`src/rtl/muldiv_sequencer.sv`:
```
// muldiv_sequencer: multi-cycle mult/multu/div/divu unit for the EX stage.
// The unit runs a 32-iteration shift-add multiplier or restoring divider,
// stalls the pipeline while it works, and owns the HI/LO registers.
// Configuration macro: MULDIV_SIGNED_EN. When it is defined, funct 24/26 are
// signed with sign correction in the FIX cycle. When it is undefined, they
// alias the unsigned operations.
module muldiv_sequencer (
  input  logic        clk,
  input  logic        rst,
  input  logic        start,
  input  logic [5:0]  func,
  input  logic [31:0] src_a,
  input  logic [31:0] src_b,
  input  logic        flush,
  output logic        busy,
  output logic        stall,
  output logic        done,
  output logic [31:0] hi,
  output logic [31:0] lo
);

  localparam logic [1:0] S_IDLE = 2'd0;
  localparam logic [1:0] S_CALC = 2'd1;
  localparam logic [1:0] S_FIX  = 2'd2;
  localparam logic [1:0] S_DONE = 2'd3;

  localparam logic [5:0] F_FIRST = 6'd24;  // mult
  localparam logic [5:0] F_LAST  = 6'd27;  // divu

  // Two's-complement negation, used for magnitudes and sign correction.
  function automatic logic [31:0] neg32(input logic [31:0] v);
    return ~v + 32'd1;
  endfunction

  function automatic logic [63:0] neg64(input logic [63:0] v);
    return ~v + 64'd1;
  endfunction

  logic [1:0]  state_q, state_d;
  logic [4:0]  cnt_q, cnt_d;
  logic        is_div_q, is_div_d;
  // Holds the multiply high accumulator or the divide partial remainder.
  logic [31:0] acc_q, acc_d;
  // Holds the multiplier (shifted right) or the dividend turning into the quotient.
  logic [31:0] work_q, work_d;
  // Holds the multiplicand or divisor magnitude.
  logic [31:0] opb_q, opb_d;
  // Holds the dividend as presented. HI takes this value on divide by zero.
  logic [31:0] orig_a_q, orig_a_d;
  logic [31:0] hi_q, hi_d;
  logic [31:0] lo_q, lo_d;
  logic        done_q, done_d;
`ifdef MULDIV_SIGNED_EN
  logic        neg_res_q, neg_res_d;
  logic        neg_rem_q, neg_rem_d;
`endif

  logic        idle_like;
  logic        func_ok;
  logic        accept;
  logic [31:0] mag_a;
  logic [31:0] mag_b;
  logic [32:0] mul_sum;
  logic [32:0] div_shift;
  logic        div_ge;
  logic [63:0] fix_res;
`ifdef MULDIV_SIGNED_EN
  logic        op_signed;
  logic        sign_a;
  logic        sign_b;
`endif

  assign idle_like = (state_q == S_IDLE) || (state_q == S_DONE);
  assign func_ok   = (func >= F_FIRST) && (func <= F_LAST);
  assign accept    = start && !flush && idle_like && func_ok;

  // Compute operand magnitudes and result signs to latch on accept.
  always_comb begin
`ifdef MULDIV_SIGNED_EN
    op_signed = (func == 6'd24) || (func == 6'd26);
    sign_a    = op_signed && src_a[31];
    sign_b    = op_signed && src_b[31];
    if (sign_a) begin
      mag_a = neg32(src_a);
    end else begin
      mag_a = src_a;
    end
    if (sign_b) begin
      mag_b = neg32(src_b);
    end else begin
      mag_b = src_b;
    end
`else
    mag_a = src_a;
    mag_b = src_b;
`endif
  end

  // Compute one iteration step: add-and-shift for multiply, trial subtract for divide.
  always_comb begin
    if (work_q[0]) begin
      mul_sum = {1'b0, acc_q} + {1'b0, opb_q};
    end else begin
      mul_sum = {1'b0, acc_q};
    end
    div_shift = {acc_q, work_q[31]};
    div_ge    = (div_shift >= {1'b0, opb_q});
  end

  // Build the final 64-bit {HI, LO} value, applying sign correction and divide by zero.
  always_comb begin
    if (!is_div_q) begin
`ifdef MULDIV_SIGNED_EN
      if (neg_res_q) begin
        fix_res = neg64({acc_q, work_q});
      end else begin
        fix_res = {acc_q, work_q};
      end
`else
      fix_res = {acc_q, work_q};
`endif
    end else if (opb_q == 32'd0) begin
      fix_res = {orig_a_q, 32'hFFFF_FFFF};
    end else begin
`ifdef MULDIV_SIGNED_EN
      fix_res[63:32] = neg_rem_q ? neg32(acc_q) : acc_q;
      fix_res[31:0]  = neg_res_q ? neg32(work_q) : work_q;
`else
      fix_res = {acc_q, work_q};
`endif
    end
  end

  // Sequencer next-state and datapath register updates.
  always_comb begin
    state_d  = state_q;
    cnt_d    = cnt_q;
    is_div_d = is_div_q;
    acc_d    = acc_q;
    work_d   = work_q;
    opb_d    = opb_q;
    orig_a_d = orig_a_q;
    hi_d     = hi_q;
    lo_d     = lo_q;
    done_d   = 1'b0;
`ifdef MULDIV_SIGNED_EN
    neg_res_d = neg_res_q;
    neg_rem_d = neg_rem_q;
`endif
    case (state_q)
      S_IDLE, S_DONE: begin
        if (accept) begin
          state_d  = S_CALC;
          cnt_d    = 5'd0;
          is_div_d = func[1];
          acc_d    = 32'd0;
          work_d   = mag_a;
          opb_d    = mag_b;
          orig_a_d = src_a;
`ifdef MULDIV_SIGNED_EN
          neg_res_d = sign_a ^ sign_b;
          neg_rem_d = sign_a;
`endif
        end else begin
          state_d = S_IDLE;
        end
      end
      S_CALC: begin
        if (flush) begin
          state_d = S_IDLE;
        end else begin
          if (is_div_q) begin
            if (div_ge) begin
              acc_d = div_shift[31:0] - opb_q;
            end else begin
              acc_d = div_shift[31:0];
            end
            work_d = {work_q[30:0], div_ge};
          end else begin
            acc_d  = mul_sum[32:1];
            work_d = {mul_sum[0], work_q[31:1]};
          end
          cnt_d = cnt_q + 5'd1;
          if (cnt_q == 5'd31) begin
            state_d = S_FIX;
          end else begin
            state_d = S_CALC;
          end
        end
      end
      S_FIX: begin
        if (flush) begin
          state_d = S_IDLE;
        end else begin
          state_d = S_DONE;
          hi_d    = fix_res[63:32];
          lo_d    = fix_res[31:0];
          done_d  = 1'b1;
        end
      end
      default: begin
        state_d = S_IDLE;
      end
    endcase
  end

  // State registers with synchronous reset that dominates flush and start.
  always_ff @(posedge clk) begin
    if (rst) begin
      state_q  <= S_IDLE;
      cnt_q    <= 5'd0;
      is_div_q <= 1'b0;
      acc_q    <= 32'd0;
      work_q   <= 32'd0;
      opb_q    <= 32'd0;
      orig_a_q <= 32'd0;
      hi_q     <= 32'd0;
      lo_q     <= 32'd0;
      done_q   <= 1'b0;
`ifdef MULDIV_SIGNED_EN
      neg_res_q <= 1'b0;
      neg_rem_q <= 1'b0;
`endif
    end else begin
      state_q  <= state_d;
      cnt_q    <= cnt_d;
      is_div_q <= is_div_d;
      acc_q    <= acc_d;
      work_q   <= work_d;
      opb_q    <= opb_d;
      orig_a_q <= orig_a_d;
      hi_q     <= hi_d;
      lo_q     <= lo_d;
      done_q   <= done_d;
`ifdef MULDIV_SIGNED_EN
      neg_res_q <= neg_res_d;
      neg_rem_q <= neg_rem_d;
`endif
    end
  end

  assign busy  = (state_q == S_CALC) || (state_q == S_FIX);
  assign stall = busy;
  assign done  = done_q;
  assign hi    = hi_q;
  assign lo    = lo_q;

endmodule
```
`config.mk`:
```
export PLATFORM = sky130hd
export DESIGN_NAME = muldiv_sequencer
export DESIGN_NICKNAME = d
export VERILOG_FILES = /design/src/rtl/muldiv_sequencer.sv
export SDC_FILE = /design/constraint.sdc
export NUM_CORES = 1
export LEC_CHECK = 0
export ABC_AREA = 1
export BUFFER_PORTS_ARGS = -buffer_cell sky130_fd_sc_hd__buf_2
export CAP_MARGIN = 30
export CORE_ASPECT_RATIO = 1.5
export CORE_MARGIN = 8
export CORE_UTILIZATION = 45
export DETAILED_ROUTE_END_ITERATION = 10
export SLEW_MARGIN = 5
export SYNTH_ARGS = -nofsm -noshare
export SYNTH_HDL_FRONTEND = slang
export SYNTH_SLANG_ARGS = --single-unit
```
`constraint.sdc`:
```
create_clock -name clk -period 5.6 [get_ports clk]
set_input_delay 1.4 -clock clk [delete_from_list [all_inputs] [get_ports clk]]
set_output_delay 1.4 -clock clk [all_outputs]
set_load 0.1 [all_outputs]
```
==> metrics.log <==
INFO  metric cp_top_family = buffers and inverters
INFO  metric worst_setup_path_end_kind = output pin
INFO  metric run_status = completed
INFO  metric yosys_register_bits = 201
INFO  metric clock-root-buffer = sky130_fd_sc_hd__clkbuf_16
INFO  metric post_synthesis_net_count = roughly 2.5k
INFO  metric period_minus_slack = about 3.2 ns
INFO  metric max_slew_margin = about 38%
INFO  metric post_synth_num_cell_types = between 40 and 50
INFO  metric diode_insertion_count_for_antenna_repair = 0
INFO  metric drive_gt1_share = under 10%
INFO  metric first_iter_violations = 879
INFO  metric number_of_global_route_vias_before_repair = about 15k
INFO  metric worstPathMaxFanout = 4
INFO  metric place.port_buffers = ~140
INFO  metric ios = approximately 140
INFO  metric yosys_warnings = 0
INFO  metric mostFrequentLayoutCells = sky130_fd_sc_hd__nand2_1, sky130_fd_sc_hd__inv_1, sky130_fd_sc_hd__a21oi_1, sky130_fd_sc_hd__dfxtp_1, sky130_fd_sc_hd__nor2_1
INFO  metric netlist_area = 14100 um^2
INFO  metric placement_cell_area = 15000 um^2
INFO  metric cellLeakagePower = just under 8 nW
INFO  metric cts.hold.buffers_added = 0
INFO  metric drt-total-wl = 49800 um
INFO  metric worstRegToRegCells = 16
INFO  metric path_class = register to output pin
INFO  metric worst_path_max_delay_cell = sky130_fd_sc_hd__buf_2
INFO  metric die-area = 37400 um^2
INFO  metric comb_power_share = between 10% and 20%
INFO  metric power.internal = 0.00228 W
INFO  metric fin_area = approximately 16000 um^2
INFO  metric synth_top_area_share = 28.5%
INFO  metric hold_start = orig_a_q[11]
INFO  metric post-synth-top-area-cell = sky130_fd_sc_hd__dfxtp_1
INFO  metric regToRegSetupSlack = 2.50 ns
INFO  metric antenna_found_initial = 0
INFO  metric tritoncts_clock_tree = done
INFO  metric detail_route.vias_per_cell = 5.31
INFO  metric syn_area_per_cell = 6.06 um^2
INFO  metric cts.repair_timing.setup_buffer_count = 0
INFO  metric most_common_cell_after_layout_fill_and_taps_aside = sky130_fd_sc_hd__nand2_1
INFO  metric layout-area-overhead-vs-synth = 10.7%
INFO  metric hold_path_end = orig_a_q[11]
INFO  metric power_density = 198 nW/um^2
INFO  metric cts_made_buffers = 19
INFO  metric power.share.sequential = between 40% and 50%
INFO  metric max_clock_freq = between 0.3 and 0.4 GHz
INFO  metric timing.clock.skew = ~0.0085 ns
INFO  metric finalSetupViolCount = 0
INFO  metric dominantRegCellSynth = sky130_fd_sc_hd__dfxtp_1
INFO  metric clock_latency = approximately 0.50 ns
INFO  metric power.clock.fraction = 42.3%
INFO  metric final-max-slew-violation-count = 0
INFO  metric rsz0062_at_grt = no
INFO  metric worstSetupPathDepth = 4
INFO  metric gpl.final_weighted_congestion = roughly 0.96
INFO  metric finalHoldViolCount = 0
INFO  metric worst_r2r_endpoint = acc_q[31]
INFO  metric grt_start_max_net_pins = 97
INFO  metric critical_path_buf_inv_count = 3
INFO  metric clockBufferDepth = 3
INFO  metric synth_edf_count = 0
INFO  metric worstPathRequired = around 4.2 ns
INFO  metric netlist_instances = between 2k and 2.5k
INFO  metric htree_num_levels = 1
INFO  metric cp_cell_sequence = inv_1 -> ha_1 -> inv_1 -> buf_2
INFO  metric critical_path.most_common_cell = sky130_fd_sc_hd__inv_1
INFO  metric grt_first_pass_wirelength = 77800 um
INFO  metric startpoint_type = register
INFO  metric max_slew.worst_pin.slew = around 0.93 ns
INFO  metric post-route-drc-count = 0
INFO  metric row_count = 79
INFO  metric cts.repair.resized = 0
INFO  metric synth.area.top_cells = sky130_fd_sc_hd__dfxtp_1, sky130_fd_sc_hd__nand2_1, sky130_fd_sc_hd__a21oi_1
INFO  metric netSwitchingFraction = 26.1%
INFO  metric final_nets = 2542
INFO  metric fin_setup_tns = 0 ns
INFO  metric placeableCoreArea = a little over 30000 um^2
INFO  metric hold_class = register to register
INFO  metric fin_crit_sh = between 50% and 60%
INFO  metric die-height = 233 um
INFO  metric dp_hpwl = 37800 um
INFO  metric gr-total-overflow = 0
INFO  metric worst_reg2reg_startpoint = acc_q[0]
INFO  metric clkTransAtPathRegs = ~0.070 ns
INFO  metric drt-wirelength-per-cell = 17.7 um
INFO  metric grt_use_total = 25.9%
INFO  metric synth_sequential_area_ratio = 28.5%
INFO  metric holdWs = roughly 0.45 ns
INFO  metric floorplan.initialDensity = between 40% and 50%
INFO  metric clkSinkCount = 201
INFO  metric dr_total_vias = 14.9k
INFO  metric arrival = around 1.8 ns
INFO  metric switchingPower = 0.000807 W
INFO  metric timing.hold.worst_path_depth = 2
INFO  metric ir_drop = roughly 190 uV
INFO  metric firstDrtPassIters = 5
INFO  metric maxCapViolations = 0
INFO  metric ant_nets = 0
INFO  metric max_stage_delay = between 0.4 and 0.5 ns
INFO  metric die_w = 161 um
INFO  metric fraction_of_registers_with_async_set_reset = 0%
-- routing by layer --
metal	vias up	global-route usage [%]	part of all wire [%]
li1	7646	-	-
met1	6816	29.0	41
met2	379	47.3	49
met3	104	3.33	4.5
met4	0	13.2	5.2
met5	-	0	0
-- power groups by stage --
stage          clock [W]  sequential [W]  combinational [W]
2_1_floorplan          0         0.00147           0.000230
3_3_place_gp           0         0.00148           0.000334
3_5_place_dp           0         0.00148           0.000337
4_1_cts          0.00134         0.00145           0.000338
5_1_grt          0.00139         0.00145           0.000373
6_report         0.00131         0.00145           0.000338
-- Yosys cell counts (all sizes together), types with 2 or more instances --
library cell and count:
and2 2, nand2 608, o21a 4, nand3b 11, nand4 27, fa 2, a31oi 5, buf 28
or2 11, ha 68, o21bai 3, nor2 198, dfxtp 201, a21oi 289, clkbuf 79, nor3 21
nor4 5, o211ai 69, xor2 5, o21ai 174, inv 372, xnor2 5, nand3 137
-- state kept, by name, summed over array words and instances, names as in the netlist --
signal    flops
acc_q        32
cnt_q         5
done          1
hi           32
is_div_q      1
lo           32
opb_q        32
orig_a_q     32
state_q       2
work_q       32
-- how the worst max path moves through the flow --
stage	from	endpoint	slack, ns
after detailed placement	flush	work_q[25]	1.91
final	state_q[0]	stall	2.39
after global routing	acc_q[7]	acc_q[4]	2.28
after floorplan	state_q[0]	stall	2.48
after CTS	state_q[0]	stall	2.36
after global placement	flush	cnt_q[2]	1.91
-- through the flow --
stage	setup slack [ns]	power, W	cells	utilization, %
floorplan	2.48	0.00170	2329	-
global placement	1.91	0.00181	2780	48.4
detailed placement	1.91	0.00182	2780	48.4
CTS	2.36	0.00313	2812	50.3
global route	2.28	0.00321	2814	50.5
finish	2.39	0.00309	2814	50.5
-- cell type report --
cell class	count	area, um^2
clock buffers	29	533
clock inverters	3	65.1
fillers	3319	15300
inverters	373	1400
multi-input cells	1648	8240
flip-flops and latches	201	4030
well taps	405	507
repair buffers	155	848
-- tightest hold or removal path: stages, from the launching register on --
cell                      delay [ns]
sky130_fd_sc_hd__dfxtp_1        0.30
sky130_fd_sc_hd__inv_1          0.06
sky130_fd_sc_hd__a21oi_1        0.05
-- kinds of logic after synthesis --
logic type	count (synthesis)	share of synthesized area (%)
XOR/XNOR	10	0.620
AO/OA/AOI/OAI	546	20.9
adder cells (fa/ha/maj)	70	6.31
AND/OR/NAND/NOR	1022	30.5
buffers and inverters	480	13.2
flip-flops	201	28.5
Note: power is estimated with default switching activity, not from simulation.
